$ cat src/rtl/cpu_ctrl_pkg.sv
// Shared constants and state encoding for the
// multi-cycle RV32 subset control unit.
package cpu_ctrl_pkg;

  localparam logic [6:0] OP_R      = 7'b0110011;
  localparam logic [6:0] OP_I      = 7'b0010011;
  localparam logic [6:0] OP_LOAD   = 7'b0000011;
  localparam logic [6:0] OP_STORE  = 7'b0100011;
  localparam logic [6:0] OP_BRANCH = 7'b1100011;

  localparam logic [1:0] ALUOP_ADD = 2'b00;
  localparam logic [1:0] ALUOP_BR  = 2'b01;
  localparam logic [1:0] ALUOP_R   = 2'b10;

  typedef enum logic [3:0] {
    IDLE,
    FETCH,
    DECODE,
    EXEC_R,
    EXEC_I,
    EXEC_MEM,
    EXEC_BR,
    MEM_RD,
    MEM_WR,
    WB_R,
    WB_MEM,
    HALT
  } state_t;

endpackage

$ cat src/rtl/multicycle_control_mem_wait_timer.sv
// Wait-cycle counter for memory handshakes;
// flags when the allowed wait budget is used up.
module mem_wait_timer #(
  parameter int MAX = 255
) (
  input  logic clk,
  input  logic rst_n,
  input  logic clr,
  input  logic en,
  output logic timeout
);

  localparam int W = (MAX < 2) ? 1 : $clog2(MAX + 1);
  localparam logic [W-1:0] LIM = W'(MAX);

  logic [W-1:0] cnt;

  always_ff @(posedge clk or negedge rst_n) begin
    if (!rst_n) begin
      cnt <= '0;
    end else if (clr) begin
      cnt <= '0;
    end else if (en && cnt != LIM) begin
      cnt <= cnt + 1'b1;
    end
  end

  assign timeout = (cnt == LIM);

endmodule

$ cat src/rtl/multicycle_control.sv
// Multi-cycle main control FSM: fetch, decode,
// execute, memory and writeback sequencing.
module multicycle_control
  import cpu_ctrl_pkg::*;
#(
  parameter int CNT_W       = 32,
  parameter int MEM_TIMEOUT = 255
) (
  input  logic             clk,
  input  logic             rst_n,
  input  logic [6:0]       opcode,
  input  logic [2:0]       funct3,
  input  logic             zeroFlag,
  input  logic             memReady,
  output logic [1:0]       ALUOp,
  output logic             ALUSrc,
  output logic             memRead,
  output logic             memWrite,
  output logic             memAddrSel,
  output logic             irWrite,
  output logic             regWrite,
  output logic             memToReg,
  output logic             pcWrite,
  output logic             pcSel,
  output logic             halted,
  output logic [CNT_W-1:0] instret
);

  state_t state;
  logic   in_mem;
  logic   tmo;
  logic   br_ok;
  logic   br_tk;

  assign in_mem = (state == FETCH) ||
                  (state == MEM_RD) ||
                  (state == MEM_WR);

  assign br_ok = (funct3 == 3'b000) ||
                 (funct3 == 3'b001);
  assign br_tk = (funct3 == 3'b000 && zeroFlag) ||
                 (funct3 == 3'b001 && !zeroFlag);

  // completing access leaves the state, so clear on ready
  mem_wait_timer #(
    .MAX(MEM_TIMEOUT)
  ) u_tmr (
    .clk    (clk),
    .rst_n  (rst_n),
    .clr    (!in_mem || memReady),
    .en     (in_mem && !memReady),
    .timeout(tmo)
  );

  always_ff @(posedge clk or negedge rst_n) begin
    if (!rst_n) begin
      state   <= IDLE;
      instret <= '0;
    end else begin
      if (pcWrite) instret <= instret + 1'b1;
      case (state)
        IDLE:   state <= FETCH;
        FETCH: begin
          if (memReady)  state <= DECODE;
          else if (tmo)  state <= HALT;
        end
        DECODE: begin
          case (opcode)
            OP_R:      state <= EXEC_R;
            OP_I:      state <= EXEC_I;
            OP_LOAD,
            OP_STORE:  state <= EXEC_MEM;
            OP_BRANCH: state <= EXEC_BR;
            default:   state <= HALT;
          endcase
        end
        EXEC_R, EXEC_I: state <= WB_R;
        EXEC_MEM: begin
          state <= (opcode == OP_LOAD) ? MEM_RD : MEM_WR;
        end
        EXEC_BR: state <= br_ok ? FETCH : HALT;
        MEM_RD: begin
          if (memReady)  state <= WB_MEM;
          else if (tmo)  state <= HALT;
        end
        MEM_WR: begin
          if (memReady)  state <= FETCH;
          else if (tmo)  state <= HALT;
        end
        WB_R, WB_MEM: state <= FETCH;
        default: state <= HALT;
      endcase
    end
  end

  always_comb begin
    ALUOp      = ALUOP_ADD;
    ALUSrc     = 1'b0;
    memRead    = 1'b0;
    memWrite   = 1'b0;
    memAddrSel = 1'b0;
    irWrite    = 1'b0;
    regWrite   = 1'b0;
    memToReg   = 1'b0;
    pcWrite    = 1'b0;
    pcSel      = 1'b0;
    halted     = 1'b0;
    case (state)
      FETCH: begin
        memRead = 1'b1;
        irWrite = memReady;
      end
      EXEC_R: ALUOp = ALUOP_R;
      EXEC_I, EXEC_MEM: ALUSrc = 1'b1;
      EXEC_BR: begin
        ALUOp   = ALUOP_BR;
        pcWrite = br_ok;
        pcSel   = br_tk;
      end
      MEM_RD: begin
        ALUSrc     = 1'b1;
        memRead    = 1'b1;
        memAddrSel = 1'b1;
      end
      MEM_WR: begin
        ALUSrc     = 1'b1;
        memWrite   = 1'b1;
        memAddrSel = 1'b1;
        pcWrite    = memReady;
      end
      WB_R: begin
        // opcode is still the IR's, so it recalls EXEC_R vs EXEC_I
        ALUOp    = (opcode == OP_R) ? ALUOP_R : ALUOP_ADD;
        ALUSrc   = (opcode != OP_R);
        regWrite = 1'b1;
        pcWrite  = 1'b1;
      end
      WB_MEM: begin
        regWrite = 1'b1;
        memToReg = 1'b1;
        pcWrite  = 1'b1;
      end
      HALT:    halted = 1'b1;
      default: ;
    endcase
  end

endmodule

$ cat config.mk
export PLATFORM = sky130hd
export DESIGN_NAME = multicycle_control
export DESIGN_NICKNAME = d
export VERILOG_FILES = /design/src/rtl/cpu_ctrl_pkg.sv /design/src/rtl/multicycle_control_mem_wait_timer.sv /design/src/rtl/multicycle_control.sv
export SDC_FILE = /design/constraint.sdc
export NUM_CORES = 1
export LEC_CHECK = 0
export ABC_AREA = 1
export CAP_MARGIN = 20
export CORE_UTILIZATION = 40
export DETAILED_ROUTE_END_ITERATION = 10
export PLACE_DENSITY = 0.71
export SYNTH_ARGS = -nofsm -noshare
export SYNTH_HDL_FRONTEND = slang
export SYNTH_SLANG_ARGS = --single-unit
$ cat constraint.sdc
create_clock -name clk -period 1.6 [get_ports clk]
set_clock_uncertainty 0.1 [all_clocks]
set_input_delay 0.24 -clock clk [delete_from_list [all_inputs] [get_ports clk]]
set_output_delay 0.24 -clock clk [all_outputs]
set_load 0.02 [all_outputs]
==> out/metrics.yaml <==
status:
  outcome: "finished with violations"
  violations: "setup timing"
yosys:
  synth-adder-area-share_pct: 0.860
  netlist_area_um2: 2910
  seq_area_frac_synth_pct: 37.8
  synth_compound_area_share_pct: 4.60
  netlist_top_cells_area: "dfrtp_1 (38%), nand2_1 (22%), nor2_1 (9.5%), inv_1 (6.4%), nand3_1 (4.5%)"
  synth_top_family_by_area: "simple AND/OR/NAND/NOR gates"
  synth_edf_count: 0
  muxShareOfSynthArea_pct: 0
  synth_cells: 444
  yosys.area.top_type_share_pct: 37.8
  yosysWarnings: 0
  synthArstFlopShare_pct: 100
  synth.net_count: 460
  synthXorXnorAreaFrac_pct: 5.42
  synth_top_area_cell: "dfrtp_1"
  synth_seq_cells: 44
  yosys.area_share.simple_pct: 43.2
  synth_ff_type: "dfrtp_1"
  ys_types: 31
  avgSynthCellArea_um2: 6.55
layout:
  num-nets-final: 591
  stdcell_area_um2: 4490
  drive_gt1_share_pct: 29.9
  post-route-util_pct: 65.1
  diodes: 0
  area.growth.synth_to_final_pct: 54.4
worst_setup_path:
  critPathTopFamily: "flip-flops"
  crit_path_cell_trace: "nor2_4, buf_4, nand3_4, nand2_8, buf_6"
  cpPeakStageDelay_ns: 0.43
  cp-startpoint: "state[2]"
  crit_path_end_kind: "output port"
  r2r_slack_ns: -0.05
  arrival_ns: 1.39
  worst_setup_path_start_kind: "flop"
  worst-endpoint-required_ns: 1.26
  path_depth: 5
  crit_buf_inv: 2
  r2r_start: "state[2]"
  path_class: "flop to output port"
  cp_max_fo: 4
  reg2regPathDepth: 9
  r2r_end: "instret[16]"
  critPathSlowestCell: "dfrtp_2"
detailed_routing:
  drt-pass1-iter-count: 5
  drcViolationCount: 0
  via_count: 3240
  final_antenna_net_count: 0
  detail_route.vias_per_cell: 4.82
  routed_wl_mm: 8.34
  drt_iter0_markers: 243
  wl_per_cell_um: 12.4
global_route:
  grt_usage_pct: 22.9
  grt_pass1_wl_mm: 13.6
  grt_max_degree: 45
  antenna_found_initial: 0
  grt_pass1_vias: 3044
  grt-ovfl-total: 0
floorplanning:
  core_area_um2: 6910
  dieWidth_um: 87.3
  die_h_um: 87.3
  row_count: 30
  initial_core_util_pct: 42.1
  ioPinCount: 58
  dieArea_um2: 7620
timing:
  setup_viol: 21
  fin_crit_sh_pct: 108
  worst_pin_slew_ns: 0.254
  period_needed_ns: 1.73
  fmax_mhz: 580
  post-route-worst-setup-slack_ns: -0.125
  slew_violations: 0
  slew_headroom_pct: 82.9
  hold_viol: 0
  hold_ws_ns: 0.278
  rsz0062_at_grt: "true"
clocking:
  path_clk_slew_ns: 0.08
  clock-root-buffer: "clkbuf_8"
  cts_tree: "yes"
  cts_sinks: 44
  clk_path_buf_depth: 2
  htreeDepth: 2
  clock_latency_ns: 0.31
  cts_buffers: 5
power_and_ir_drop:
  p_int_w: 0.00289
  combPwrFrac_pct: 55.2
  seq_power_share_pct: 29.0
  power.switching_w: 0.00198
  p_leak_nw: 2.24
  swShare_pct: 40.6
  vdd_drop_max_v: 0.000585
  power_density_nw_per_um2: 1080
  clkPwrFrac_pct: 15.8
  power_w: 0.00487
placed_design:
  dp_hpwl_mm: 5.87
  dpl_cell_area_um2: 3980
  gp_congestion: 0.882
  dp_slack_ns: -0.720
  portBuffers: 57
worst_hold_path:
  whs_endpoint: "state[1]"
  whs_path_depth: 5
  hp-start: "opcode[4]"
  hold_class: "input pin to flop"
flow_run:
  drv_cap: 0
==> placed cells by master, fill, tap and decap left out, types with 3 or more instances in the layout <==
| master | instances |
|---|---|
| nand3_2 | 5 |
| buf_12 | 3 |
| nor2_2 | 15 |
| nand2_4 | 8 |
| nand2_2 | 10 |
| clkbuf_8 | 6 |
| buf_4 | 63 |
| xnor2_1 | 11 |
| nor3_2 | 4 |
| o21ai_2 | 3 |
| xor2_1 | 7 |
| nand2_1 | 156 |
| clkdlybuf4s15_1 | 4 |
| inv_1 | 42 |
| dfrtp_1 | 37 |
| dfrtp_2 | 7 |
| a21oi_1 | 7 |
| nand3_1 | 22 |
| inv_2 | 10 |
| nand4_1 | 5 |
| dlygate4sd2_1 | 32 |
| buf_2 | 3 |
| buf_6 | 12 |
| nor2_4 | 10 |
| o211ai_1 | 3 |
| clkdlybuf4s50_1 | 6 |
| nor2_1 | 56 |
| o21ai_0 | 3 |
==> repair_timing <==
action | 4_1_cts | 5_1_grt
pin swaps | 14 | 18
gates cloned | 1 | 1
setup buffers | 16 | 5
setup endpoints to repair | 74 | 54
hold endpoints to repair | 44 | 0
resized for setup | 139 | 58
hold buffers | 1 | 0
==> state kept, by name (all words and copies together), names as in the netlist <==
name / flops
state: 4
instret: 32
u_tmr.cnt: 8
==> worst max path at each step <==
stage and endpoint:
2_1_floorplan instret[20], 3_3_place_gp ALUOp[1], 3_5_place_dp ALUOp[1], 4_1_cts pcSel, 5_1_grt ALUSrc, 6_report pcWrite
==> cells in the mapped netlist (all sizes together), types with 3 or more instances <==
library cell and instances:
nand3 29, xor2 7, nand2 175, nand4 5
o211ai 3, nor3 6, nor2 81, inv 52
o21ai 7, xnor2 11, a21oi 7, dfrtp 44
buf 4
==> metal layers <==
layer	vias to the layer above	share of wire, %	GRT usage, %
met4	0	1.7	9.54
met2	84	49	37.9
met3	11	4.2	4.08
met1	1512	45	29.4
li1	1633	-	-
met5	-	0	0
==> worst register-to-register path: stages (launching register included) <==
cell and delay (ns):
dfrtp_2 0.43, nor2_4 0.17, buf_4 0.14, nand3_4 0.10, nand2_8 0.11, buf_4 0.12, buf_12 0.11, nand2_4 0.07
o21ai_2 0.12, nand2_1 0.06
==> through the flow <==
stage | TNS, ns | instances
final | -1.18 | 672
after global routing | -3.63 | 672
after CTS | -1.06 | 666
after detailed placement | -11.45 | 641
after global placement | -10.41 | 641
after floorplan | 0 | 444
==> logic make-up (layout without fill, tap and decap cells) <==
kind of cell,Yosys count,after routing
simple gates,301,301
buf+inv,56,188
compound gates,23,23
xor+xnor,18,18
fa+ha+maj,2,2
flops,44,44
==> final cells by class <==
cell class / instances / area, um^2
sequential: 44 / 1110
timing repair buffer: 128 / 1140
fill: 615 / 2410
inverter: 52 / 195
clock inverter: 2 / 10.0
tap: 96 / 120
clock buffer: 6 / 82.6
multi-input combinational: 344 / 1840
==> power groups by stage <==
stage | combinational, W | sequential (W) | clock (W)
2_1_floorplan | 0.00100 | 0.00148 | 0
3_3_place_gp | 0.00207 | 0.00139 | 0
3_5_place_dp | 0.00210 | 0.00140 | 0
4_1_cts | 0.00237 | 0.00141 | 0.000771
5_1_grt | 0.00289 | 0.00143 | 0.000803
6_report | 0.00269 | 0.00141 | 0.000767
No activity file was read; power rests on OpenSTA's default activity.
